--- src/rtl/tick_sched.sv ---
// tick_sched: shared-tick countdown timer scheduler.
// A prescaler emits one tick per TICK_CNT clocks. On each tick a single
// time-multiplexed decrementer walks all NUM_CH channels, one per clock.
// Channels are started and stopped through a valid/ready command port.
//
// Optional feature: define TICK_SCHED_PERIODIC_EN to make channels
// auto-reload from a stored period and run until stopped. Without the
// macro every channel is one-shot and no period registers exist.
//
// Handshake: a command transfers on a rising clk_100Mhz edge where
// cmd_valid & cmd_ready are both high. cmd_ready is high only while the
// scheduler is IDLE. The requester holds cmd_valid, cmd_op, cmd_ch and
// cmd_period stable until the transfer; cmd_ready never depends on cmd_valid.
module tick_sched #(
  parameter int CLK_FREQ  = 100_000_000,
  parameter int TICK_FREQ = 1000,
  parameter int NUM_CH    = 4,
  parameter int CNT_W     = 16
) (
  input  logic                      clk_100Mhz,
  input  logic                      rst,
  input  logic                      cmd_valid,
  output logic                      cmd_ready,
  input  logic                      cmd_op,
  input  logic [$clog2(NUM_CH)-1:0] cmd_ch,
  input  logic [CNT_W-1:0]          cmd_period,
  output logic [NUM_CH-1:0]         ch_active,
  output logic [NUM_CH-1:0]         expire,
  output logic                      tick,
  output logic                      dbg_state
);

  localparam int TICK_CNT = CLK_FREQ / TICK_FREQ;
  localparam int PS_W     = (TICK_CNT > 1) ? $clog2(TICK_CNT) : 1;
  localparam int CH_W     = $clog2(NUM_CH);

  localparam logic [PS_W-1:0]  PS_MAX  = PS_W'(TICK_CNT - 1);
  localparam logic [CH_W-1:0]  IDX_MAX = CH_W'(NUM_CH - 1);
  localparam logic [CNT_W-1:0] CNT_ONE = CNT_W'(1);

  // A scan takes NUM_CH clocks after the tick; the next tick must find IDLE.
  if (TICK_CNT <= NUM_CH + 1) begin : g_bad_tick_cnt
    $error("tick_sched: TICK_CNT must exceed NUM_CH + 1");
  end
  if (NUM_CH < 2) begin : g_bad_num_ch
    $error("tick_sched: NUM_CH must be at least 2");
  end

  typedef enum logic {
    ST_IDLE = 1'b0,
    ST_SCAN = 1'b1
  } state_t;

  state_t              r_state;
  logic [CH_W-1:0]     r_idx;
  logic [PS_W-1:0]     r_cnt;
  logic                r_tick;
  logic [NUM_CH-1:0]   r_active;
  logic [NUM_CH-1:0]   r_expire;
  logic [CNT_W-1:0]    r_remain [NUM_CH];
`ifdef TICK_SCHED_PERIODIC_EN
  logic [CNT_W-1:0]    r_period [NUM_CH];
`endif

  logic                w_ch_ok;
  logic                w_cmd_fire;

  // Channel numbers beyond NUM_CH-1 are accepted but have no effect.
  if (NUM_CH == (1 << CH_W)) begin : g_ch_full
    assign w_ch_ok = 1'b1;
  end else begin : g_ch_part
    assign w_ch_ok = (cmd_ch < CH_W'(NUM_CH));
  end

  assign cmd_ready  = (r_state == ST_IDLE);
  assign w_cmd_fire = cmd_valid & cmd_ready & w_ch_ok;

  assign ch_active  = r_active;
  assign expire     = r_expire;
  assign tick       = r_tick;
  assign dbg_state  = r_state;

  // Prescaler: free-running 0..TICK_CNT-1 counter with a registered tick.
  always_ff @(posedge clk_100Mhz or posedge rst) begin
    if (rst) begin
      r_cnt  <= '0;
      r_tick <= 1'b0;
    end else begin
      r_tick <= (r_cnt == PS_MAX);
      if (r_cnt == PS_MAX) begin
        r_cnt <= '0;
      end else begin
        r_cnt <= r_cnt + PS_W'(1);
      end
    end
  end

  // Scheduler FSM: applies commands in IDLE, walks one channel per clock in SCAN.
  always_ff @(posedge clk_100Mhz or posedge rst) begin
    if (rst) begin
      r_state  <= ST_IDLE;
      r_idx    <= '0;
      r_active <= '0;
      r_expire <= '0;
      for (int i = 0; i < NUM_CH; i++) begin
        r_remain[i] <= '0;
`ifdef TICK_SCHED_PERIODIC_EN
        r_period[i] <= '0;
`endif
      end
    end else begin
      // Expiry is a one-clock pulse unless re-set by this cycle's scan step.
      r_expire <= '0;
      case (r_state)
        ST_IDLE: begin
          if (w_cmd_fire) begin
            if (cmd_op) begin
              // A zero period is accepted but leaves the channel untouched.
              if (cmd_period != '0) begin
                r_remain[cmd_ch] <= cmd_period;
                r_active[cmd_ch] <= 1'b1;
`ifdef TICK_SCHED_PERIODIC_EN
                r_period[cmd_ch] <= cmd_period;
`endif
              end
            end else begin
              r_active[cmd_ch] <= 1'b0;
            end
          end
          // The command above lands first, so the following scan sees it.
          if (r_tick) begin
            r_state <= ST_SCAN;
            r_idx   <= '0;
          end
        end

        ST_SCAN: begin
          // An active channel never holds remain == 0, so else means remain == 1.
          if (r_active[r_idx]) begin
            if (r_remain[r_idx] > CNT_ONE) begin
              r_remain[r_idx] <= r_remain[r_idx] - CNT_ONE;
            end else begin
              r_expire[r_idx] <= 1'b1;
`ifdef TICK_SCHED_PERIODIC_EN
              r_remain[r_idx] <= r_period[r_idx];
`else
              r_active[r_idx] <= 1'b0;
`endif
            end
          end
          if (r_idx == IDX_MAX) begin
            r_state <= ST_IDLE;
            r_idx   <= '0;
          end else begin
            r_idx <= r_idx + CH_W'(1);
          end
        end

        default: begin
          r_state <= ST_IDLE;
          r_idx   <= '0;
        end
      endcase
    end
  end

endmodule
--- config.mk ---
export PLATFORM = sky130hd
export DESIGN_NAME = tick_sched
export DESIGN_NICKNAME = d
export VERILOG_FILES = /design/src/rtl/tick_sched.sv
export SDC_FILE = /design/constraint.sdc
export NUM_CORES = 1
export LEC_CHECK = 0
export CAP_MARGIN = 10
export CORE_ASPECT_RATIO = 0.9
export CORE_UTILIZATION = 60
export DETAILED_ROUTE_END_ITERATION = 8
export GPL_TIMING_DRIVEN = 0
export PLACE_DENSITY = 0.82
export SLEW_MARGIN = 20
export SYNTH_ARGS = -nofsm -noshare
export SYNTH_HDL_FRONTEND = slang
export SYNTH_SLANG_ARGS = --single-unit
export TNS_END_PERCENT = 50
--- constraint.sdc ---
create_clock -name clk_100Mhz -period 3.7 [get_ports clk_100Mhz]
set_clock_uncertainty 0.05 [all_clocks]
set_input_delay 0.555 -clock clk_100Mhz [delete_from_list [all_inputs] [get_ports clk_100Mhz]]
set_output_delay 0.555 -clock clk_100Mhz [all_outputs]
set_load 0.005 [all_outputs]
==> results of run 1 <==
==> path summary, 6_finish.rpt <==
check,startpoint,to
hold reg to reg,r_cnt[4]$_DFF_PP0_,r_cnt[4]$_DFF_PP0_
min in group asynchronous,rst,r_remain[53]$_DFFE_PP0P_
max in group asynchronous,rst,r_idx[0]$_DFFE_PP0P_
hold / removal,r_cnt[4]$_DFF_PP0_,r_cnt[4]$_DFF_PP0_
setup reg to reg,r_idx[0]$_DFFE_PP0P_,r_remain[19]$_DFFE_PP0P_
setup / recovery,r_idx[0]$_DFFE_PP0P_,r_remain[19]$_DFFE_PP0P_
==> registers in the layout, summed over array words and instances (netlist names), named ones only <==
register / cells
r_idx: 2
expire: 4
tick: 1
dbg_state: 1
r_cnt: 17
r_remain: 64
==> area by class of cell <==
cell class,count,share of cell area [%]
Buffer,25,2.763
Clock buffer,9,2.057
Clock inverter,6,1.164
Inverter,8,0.5402
Multi-Input combinational cell,333,45.96
Sequential cell,93,38.65
Tap cell,115,2.389
Timing Repair Buffer,39,6.482
==> synthesized netlist by cell type, drive strengths merged (8+ instances only) <==
cell,number,area [sq um]
nand2,45,173.9
nor2,27,101.4
mux2,37,484.2
o22ai,40,250.2
buf,10,90.07
xor2,13,113.9
o22a,9,78.83
xnor2,16,140.1
nand3,13,65.06
dfrtp,93,2327
a32oi,9,78.83
a22o,14,122.6
o21ai,21,142.6
inv,8,30.03
clkbuf,15,56.30
nor4,8,65.06
mux4,17,416.7
==> per-layer routing <==
layer,share of wire (%),track usage (%),vias up
li1,-,-,1842
met1,40,43.95,2079
met2,46,48.40,289
met3,10,8.669,67
met4,4.1,15.34,0
met5,0,0,-
==> critical path: stages (launching register included) <==
cell,delay (ps)
dfrtp_1,410
buf_12,180
buf_8,180
mux4_2,570
inv_1,100
ha_1,210
nor2_1,70
or4_4,440
nor4_4,210
a211o_1,220
buf_6,150
o21ai_4,120
buf_6,200
mux2_4,310
==> per-stage QoR <==
| step | hold slack (ps) | power (uW) | area [sq um] |
|---|---|---|---|
| floorplan | 387.5 | 1587 | 5236 |
| global placement | 405.8 | 1711 | 5700 |
| detailed placement | 413.0 | 1737 | 5742 |
| CTS | 430.1 | 2436 | 5988 |
| global route | 444.1 | 2541 | 6022 |
| finish | 427.4 | 2443 | 6022 |
==> what timing repair did <==
| item | CTS | global route |
|---|---|---|
| pin swaps | 1 | 1 |
| gates resized for setup | 8 | 5 |
| buffers inserted | 4 | 1 |
| setup endpoints to repair | 67 | 56 |
==> power by group through the flow <==
stage	registers, uW	logic (uW)	clock network, uW
2_1_floorplan	1190	396	0
3_3_place_gp	1200	506	0
3_5_place_dp	1210	525	0
4_1_cts	1190	537	706
5_1_grt	1210	591	742
6_report	1200	550	696
==> kinds of logic (layout without fill, tap and decap cells) <==
family | count (synthesis) | in the layout | share of synthesized area [%]
multiplexers | 54 | 54 | 17.20
buffers and inverters | 33 | 87 | 3.369
adder cells (fa/ha/maj) | 7 | 7 | 1.673
flip-flops | 93 | 93 | 44.44
XOR/XNOR | 29 | 29 | 4.851
AND/OR/NAND/NOR | 131 | 131 | 12.64
AO/OA/AOI/OAI | 112 | 112 | 15.82
==> cell usage in the layout (no fill, tap or decap), types with 8 or more instances in the layout <==
master,synthesis,final
xor2_1,13,13
o22a_1,9,9
clkbuf_1,15,12
nor2_1,27,27
mux4_1,9,9
o22ai_1,40,40
mux4_2,8,8
a32oi_1,9,9
nand3_1,13,13
mux2_2,19,19
clkdlybuf4s50_1,0,32
xnor2_1,16,16
a22o_1,14,14
dfrtp_1,93,93
clkbuf_8,0,9
nand2_1,43,43
o21ai_0,17,17
mux2_4,18,18
==> impl_metrics.env, run 1 <==
export IMPL_status="finished, final reports clean"
export IMPL_drv_cap=0
export IMPL_antenna_found_initial=0
export IMPL_cts_sinks=93
export IMPL_dp_cells=608
export IMPL_avgRoutedWirePerCell_um=22.17
export IMPL_synth_seq_area_share_pct=44.44
export IMPL_p_leak_uw=0.002491
export IMPL_final_util_pct=72.89
export IMPL_drt_pass1_iter_count=7
export IMPL_antenna_cells=0
export IMPL_yosysUniqueCellTypes=53
export IMPL_filler_cell_count=569
export IMPL_peakVddDrop_uv=226.5
export IMPL_hpwl_um=9513
export IMPL_cts_tree="done"
export IMPL_grt_pass1_wl_um=22150
export IMPL_end_kind="flop"
export IMPL_period_share_pct=96.41
export IMPL_swShare_pct=29.52
export IMPL_cp_max_fo=10
export IMPL_drt_total_wl_um=13920
export IMPL_portBuffers=32
export IMPL_p_seq_share_pct=49.0
export IMPL_cts_buffers=9
export IMPL_drive_gt1_share_pct=19.30
export IMPL_cp_start_kind="flop"
export IMPL_fmax_mhz=280.3
export IMPL_avgSynthCellArea_sq_um=11.41
export IMPL_htreeDepth=3
export IMPL_multi_input_area_sq_mm=0.002768
export IMPL_regArea_sq_mm=0.002327
export IMPL_fp_dieArea_sq_mm=0.009105
export IMPL_io_pins=33
export IMPL_grt_use_total_pct=32.41
export IMPL_setup_tns_ps=0
export IMPL_fp_row_count=31
export IMPL_p_int_uw=1722
export IMPL_synth_edf_count=0
export IMPL_viasPerCell=6.811
export IMPL_hold_path_class="flop to flop"
export IMPL_gp_congestion=0.9295
export IMPL_synth_flop_cell="dfrtp_1"
export IMPL_maxSlewHeadroom_pct=47.39
export IMPL_hold_buffers=0
export IMPL_syn_to_final_growth_pct=15.01
export IMPL_start_util_pct=63.38
export IMPL_synth_nets=488
export IMPL_cts_max_path_buffers=2
export IMPL_power_clock_fraction_pct=28.5
export IMPL_r2r_slack_ps=130
export IMPL_comb_power_share_pct=22.5
export IMPL_grt_max_degree=53
export IMPL_ys_warn_count=0
export IMPL_clk_pin_slew_ps=90
export IMPL_ys_ff_latch=93
export IMPL_coreArea_sq_mm=0.008262
export IMPL_die_height_um=90.63
export IMPL_nets=538
export IMPL_setup_violations=0
export IMPL_drt_initial_drc_count=437
export IMPL_rsz0062_at_grt="no"
export IMPL_instances_no_fill=628
export IMPL_hold_viol=0
export IMPL_layout_setup_ws_ps=132.8
export IMPL_min_period_ps=3567
export IMPL_whs_path_depth=1
export IMPL_overflow=0
export IMPL_insertion_delay_ps=390
export IMPL_tightest_slew_ps=784.9
export IMPL_power_net_switching_uw=721.3
export IMPL_drv_slew=0
export IMPL_cts_root_buf="clkbuf_8"
export IMPL_synthesis_area_sq_mm=0.005236
export IMPL_vias=4277
export IMPL_r2r_cells=13
export IMPL_netlist_instances=459
export IMPL_path_class="flop to flop"
export IMPL_required_ps=3910
export IMPL_powerDensity_mw_per_mm2=405.7
export IMPL_async_flop_share_pct=100.0
export IMPL_arrival_ps=3780
export IMPL_drc=0
export IMPL_die_w_um=100.5
export IMPL_drt_antenna_violating_nets=0
export IMPL_dp_worst_setup_slack_ps=-678.2
export IMPL_grt_pass1_vias=4292
(Power assumes the default switching activity.)
==> run 2, diff against run 1 <==
==> constraint.sdc (replaced) <==
create_clock -name clk_100Mhz -period 3.7 [get_ports clk_100Mhz]
set_clock_uncertainty 0.05 [all_clocks]
set_input_delay 0.555 -clock clk_100Mhz [delete_from_list [all_inputs] [get_ports clk_100Mhz]]
set_output_delay 0.555 -clock clk_100Mhz [all_outputs]
set_load 0.02 [all_outputs]
==> results of run 2 <==
The final DEF is identical to that of run 1. Status: finished, final reports clean.
Main changes from that run: total power 2443 uW -> 2451 uW
